===== config.mk =====
export PLATFORM = sky130hd
export DESIGN_NAME = switch_depacketizer
export DESIGN_NICKNAME = d
export VERILOG_FILES = /design/src/rtl/switch_depacketizer.sv
export SDC_FILE = /design/constraint.sdc
export NUM_CORES = 1
export LEC_CHECK = 0
export CORE_AREA = 2 2 264 266
export DETAILED_ROUTE_END_ITERATION = 10
export DIE_AREA = 0 0 266 268
export SYNTH_ARGS = -nofsm -noshare
export SYNTH_HDL_FRONTEND = slang
export SYNTH_SLANG_ARGS = --single-unit

===== constraint.sdc =====
create_clock -name clk -period 2.4 [get_ports clk]
set_input_delay 0.72 -clock clk [delete_from_list [all_inputs] [get_ports clk]]
set_output_delay 0.72 -clock clk [all_outputs]
set_load 0.05 [all_outputs]

===== src/rtl/switch_depacketizer.sv =====
// Converts one NoC flit from a switch egress port into one or two Ethernet beats.
// Also tracks packet framing and flags protocol violations in a sticky error bit.
module switch_depacketizer #(
    parameter int DATA_WIDTH       = 64,
    parameter int ADDRESS_WIDTH    = 4,
    parameter int VC_ADDRESS_WIDTH = 1,
    parameter int WIDTH_IN         = 600
) (
    input  logic                        clk,
    input  logic                        rst_n,
    input  logic [WIDTH_IN-1:0]         i_data_in,
    input  logic                        i_valid_in,
    output logic                        i_ready_out,
    output logic [DATA_WIDTH-1:0]       o_data_out,
    output logic                        o_sop_out,
    output logic                        o_eop_out,
    output logic [2:0]                  o_empty_out,
    output logic                        o_error_out,
    output logic [ADDRESS_WIDTH-1:0]    o_dest_out,
    output logic [VC_ADDRESS_WIDTH-1:0] o_vc_out,
    output logic                        o_valid_out,
    input  logic                        o_ready_in,
    output logic                        o_proto_err
);

    localparam int FW        = DATA_WIDTH + 5;
    localparam int P_VALID   = WIDTH_IN - 1;
    localparam int P_HEAD    = WIDTH_IN - 2;
    localparam int P_TAIL    = WIDTH_IN - 3;
    localparam int P_VC_LO   = WIDTH_IN - 3 - VC_ADDRESS_WIDTH;
    localparam int P_DEST_LO = P_VC_LO - ADDRESS_WIDTH;
    localparam int P_F1_LO   = P_DEST_LO - FW;
    localparam int P_F2_LO   = P_F1_LO - FW;

    localparam logic [1:0] S_EMPTY = 2'd0;
    localparam logic [1:0] S_BEAT1 = 2'd1;
    localparam logic [1:0] S_BEAT2 = 2'd2;

    logic [1:0]                  r_state;
    logic                        r_head;
    logic [VC_ADDRESS_WIDTH-1:0] r_vc;
    logic [ADDRESS_WIDTH-1:0]    r_dest;
    logic [FW-1:0]               r_f1;
    logic [FW-1:0]               r_f2;
    logic                        r_in_packet;
    logic                        r_proto_err;

    logic [FW-1:0] w_in_f1;
    logic [FW-1:0] w_in_f2;
    logic          w_in_head;
    logic          w_in_tail;
    logic [FW-1:0] w_cur;
    logic          w_f1_eop;
    logic          w_accept;
    logic          w_drain;
    logic          w_keep;
    logic          w_in_pkt_next;
    logic          w_viol;
    logic [1:0]    w_state_nxt;
    logic          w_unused;

    assign w_in_f1   = i_data_in[P_F1_LO +: FW];
    assign w_in_f2   = i_data_in[P_F2_LO +: FW];
    assign w_in_head = i_data_in[P_HEAD];
    assign w_in_tail = i_data_in[P_TAIL];
    assign w_unused  = ^i_data_in[P_F2_LO-1:0];

    assign w_f1_eop    = r_f1[FW-1];
    assign w_cur       = (r_state == S_BEAT2) ? r_f2 : r_f1;
    assign o_valid_out = (r_state == S_BEAT1) || (r_state == S_BEAT2);

    assign o_data_out  = o_valid_out ? w_cur[FW-2:4] : '0;
    assign o_eop_out   = o_valid_out & w_cur[FW-1];
    assign o_empty_out = o_valid_out ? w_cur[3:1] : '0;
    assign o_error_out = o_valid_out & w_cur[0];
    assign o_sop_out   = (r_state == S_BEAT1) & r_head;
    assign o_dest_out  = r_dest;
    assign o_vc_out    = r_vc;
    assign o_proto_err = r_proto_err;

    // A flit may be taken in the same cycle the last buffered beat leaves.
    assign w_accept    = o_valid_out & o_ready_in;
    assign w_drain     = w_accept & ((r_state == S_BEAT2) | w_f1_eop);
    assign i_ready_out = rst_n & ((r_state == S_EMPTY) | w_drain);
    assign w_keep      = i_valid_in & i_ready_out & i_data_in[P_VALID];

    // Framing is judged against in_packet as updated by this cycle's beat,
    // so a head flit arriving alongside the previous packet's last beat is legal.
    always_comb begin
        w_in_pkt_next = r_in_packet;
        if (w_accept) begin
            if (o_eop_out)
                w_in_pkt_next = 1'b0;
            else if (o_sop_out)
                w_in_pkt_next = 1'b1;
        end
    end

    assign w_viol = (w_in_head == w_in_pkt_next) |
                    (w_in_tail != (w_in_f1[FW-1] | w_in_f2[FW-1]));

    always_comb begin
        w_state_nxt = r_state;
        if (w_keep)
            w_state_nxt = S_BEAT1;
        else if (w_accept)
            w_state_nxt = ((r_state == S_BEAT1) && !w_f1_eop) ? S_BEAT2 : S_EMPTY;
    end

    always_ff @(posedge clk or negedge rst_n) begin
        if (!rst_n) begin
            r_state     <= S_EMPTY;
            r_head      <= 1'b0;
            r_vc        <= '0;
            r_dest      <= '0;
            r_f1        <= '0;
            r_f2        <= '0;
            r_in_packet <= 1'b0;
            r_proto_err <= 1'b0;
        end else begin
            r_state     <= w_state_nxt;
            r_in_packet <= w_in_pkt_next;
            if (w_keep) begin
                r_head <= w_in_head;
                r_vc   <= i_data_in[P_VC_LO +: VC_ADDRESS_WIDTH];
                r_dest <= i_data_in[P_DEST_LO +: ADDRESS_WIDTH];
                r_f1   <= w_in_f1;
                r_f2   <= w_in_f2;
                if (w_viol)
                    r_proto_err <= 1'b1;
            end
        end
    end

endmodule


==> qor.csv <==
stage;metric;value;unit
outcome;outcome;finished with violations;
outcome;failing checks;negative setup slack;
die;Die ar.;0.0713;mm^2
setup_path;Crit path max-delay family;buffers and inverters;
setup_path;Crit Path Max Fanout;15;
power_and_ir_drop;cell area power density;1620;mW/mm^2
die;total I/O pin count;682;
route;DRC errors left;0;
cts;CTS Buf Count;17;
logic_synthesis;number of synthesized register bits;148;
final_layout;FF/Latch Area;0.00370;mm^2
setup_path;Worst R2R Path Depth;13;
setup_path;Max stage delay cell, worst path;dfrtp_1;
logic_synthesis;Synth Cell Area;0.00736;mm^2
global_route;first-pass GRT wire length;39500;um
global_route;total grt overflow;0;
logic_synthesis;Cell variety after synth;24;
global_route;largest net degree at the start of global routing;51;
route;DR top layer;met5;
route;wire per inst;17.4;um
cts;clock-pin slew on the worst setup and hold paths;70;ps
setup_path;critical path depth in cells;8;
placement;Placement Cell Area;0.0123;mm^2
timing;Final Cycle Share;115;%
setup_path;WP buf/inv;6;
logic_synthesis;Mapped Avg Cell Area;15.2;um^2
final_layout;synth-to-layout area growth;92.9;%
final_layout;Nets;1394;
route;drt first-iter violations;162;
logic_synthesis;post-synthesis sequential area ratio;50.3;%
global_route;initial antenna violation count;8;
cts;CTS root buf;clkbuf_16;
final_layout;final instance area;0.0142;mm^2
cts;Worst-Skew Late Latency;470;ps
placement;worst slack, placed;-151;ps
route;final WL;29200;um
route;Vias;5077;
timing;max frequency;0.363;GHz
die;Initial Utilization;10.8;%
power_and_ir_drop;leakage;0.00608;uW
timing;Slew @ Worst Pin;732;ps
route;metal3 WL;3590;um
route;DR WL met2;12500;um
timing;RSZ-0062 raised after global routing;true;
global_route;vias in the first global route;5704;
cts;CTS H-tree lvls;4;
cts;CTS tree;built;
timing;Pins Over Slew Limit;0;
timing;TNS Setup;-30360;ps
timing;slew margin rel.;51.2;%
timing;fin crit period;2750;ps
worst_hold_path;worst min-delay path class;in -> async;
route;met1 wire length;12200;um
power_and_ir_drop;Pwr Total;23000;uW
setup_path;Data required, critical path;1680;ps
setup_path;CP startpoint kind;flip-flop;
logic_synthesis;syn nets;1092;
timing;Final Hold Vio Count;0;
final_layout;layout cell share with drive strength beyond 1;57.7;%
die;Chip Width;266;um
flow_run;Max Cap Viol;0;
timing;Worst Skew;19.5;ps
logic_synthesis;Syn Inst Count;485;
die;core region area;0.0682;mm^2
timing;Final WS setup;-354;ps
cts;clk buf depth;2;
setup_path;CP Capture Type;primary output;
logic_synthesis;Yosys warnings;0;
route;vias per inst;3.02;
final_layout;Fill cells;7153;
cts;clock sinks;148;
setup_path;Critical Path, Cell by Cell;inv_2 -> buf_6 -> ha_4 -> buf_6 -> buf_12 -> buf_16 -> nor2b_4 -> buf_12;
timing;Setup violations, final;166;
placement;gpl congestion;0.715;
placement;Detail Placement HPWL;19500;um
placement;Port Buffers;227;
setup_path;crit-path max cell delay;370;ps
final_layout;area of the multi-input gates;0.00440;mm^2
route;Routed Antenna Nets;0;
setup_path;Critical Setup Path Class;reg -> out;
power_and_ir_drop;Max VDD drop;1.05;mV
global_route;all-layer global routing usage;7.91;%
die;Chip Height;268;um
die;Cell Rows;96;
setup_path;crit path DAT;2030;ps
route;DR pass1 iterations;4;
logic make-up (layout without fill, tap and decap cells):
group	count (synthesis)	in the layout	share of synthesized area [%]
muxes	213	213	38.1
and+or+nand+nor	79	79	6.67
AOI/OAI and AO/OA	7	7	0.799
xor gates and xnor gates	1	1	0.119
buffers and inverters	34	348	3.49
adders and majority gates	3	3	0.510
other	0	1	0
DFF	148	148	50.3
flip-flops by register name (all words and copies together), names as in the netlist:
name	count
o_dest_out	4
o_proto_err	1
o_vc_out	1
r_state	2
r_head	1
r_f2	69
r_in_packet	1
r_f1	69
Yosys cell counts, drive strengths merged:
| cell | number | area share (%) |
|---|---|---|
| a31oi | 1 | 0.085 |
| nor4b | 2 | 0.24 |
| mux2 | 144 | 29 |
| o2111ai | 1 | 0.20 |
| ha | 3 | 0.51 |
| dfrtp | 148 | 50 |
| nor2b | 69 | 5.9 |
| and2 | 1 | 0.085 |
| mux2i | 69 | 9.4 |
| a21oi | 1 | 0.068 |
| a41o | 1 | 0.14 |
| nand2 | 3 | 0.19 |
| o21a | 2 | 0.20 |
| a211oi | 1 | 0.10 |
| buf | 23 | 2.9 |
| inv | 3 | 0.15 |
| nor3b | 1 | 0.10 |
| nor2 | 3 | 0.19 |
| clkbuf | 8 | 0.41 |
| xnor2 | 1 | 0.12 |
where the power goes:
part | leakage [uW] | switching (uW) | internal [uW]
sequential | 0.00177 | 1030 | 3770
clock | 0.000288 | 1240 | 1580
combinational | 0.00403 | 6910 | 8470
path summary, 6_finish.rpt:
path                                   startpoint                         to  slack, ps
setup / recovery           r_state[0]$_DFFE_PN0P_             o_data_out[17]       -350
hold / removal                              rst_n       r_f2[31]$_DFFE_PN0P_         80
setup reg to reg           r_state[0]$_DFFE_PN0P_       r_f2[51]$_DFFE_PN0P_       -130
hold reg to reg              r_f1[20]$_DFFE_PN0P_       r_f1[20]$_DFFE_PN0P_        510
max in group asynchronous                   rst_n  o_dest_out[0]$_DFFE_PN0P_       1330
min in group clk             r_f1[20]$_DFFE_PN0P_       r_f1[20]$_DFFE_PN0P_        510
cell type report:
| cell class | instances | share of cell area (%) |
|---|---|---|
| Tap cell | 882 | 7.78 |
| Clock buffer | 19 | 3.12 |
| Inverter | 3 | 0.0794 |
| Antenna cell | 1 | 0.0176 |
| Timing Repair Buffer | 314 | 30.9 |
| Clock inverter | 12 | 1.04 |
| Multi-Input combinational cell | 303 | 31.0 |
| Sequential cell | 148 | 26.1 |
timing repair:
item / CTS / global route
resized for setup: 50 / 90
endpoints found under the setup margin: 74 / 204
pin swaps: 4 / 3
buffers inserted: 10 / 12
hold buffers: 0 / 0
cloned: 7 / 16
endpoints found under the hold margin: 0 / 0
metrics by stage:
| step | cells | hold slack [ps] | utilization, % |
|---|---|---|---|
| floorplan | 485 | 424 | - |
| finish | 1682 | 80.9 | 20.8 |
| CTS | 1655 | 24.7 | 19.5 |
| global route | 1681 | 50.4 | 20.8 |
| detailed placement | 1608 | 480 | 18.0 |
| global placement | 1608 | 474 | 18.0 |
cell usage in the layout, fill, tap and decap left out, types with 3 or more instances in the layout:
master and n:
clkdlybuf4s50_1 148, dfrtp_1 148, mux2_4 144, buf_12 89, nor2b_4 69, buf_4 32, clkbuf_16 30, mux2i_2 26
mux2i_4 23, mux2i_1 20, buf_6 13, buf_16 11, buf_8 5, inv_6 3, clkinv_4 3, dlygate4sd2_1 3
layer usage:
| metal | vias to the layer above | GRT usage (%) |
|---|---|---|
| met1 | 2520 | 9.44 |
| met2 | 207 | 11.0 |
| met4 | 8 | 2.98 |
| met3 | 35 | 5.53 |
| met5 | - | 0 |
| li1 | 2307 | - |
Power figures use the tool's default switching activity.
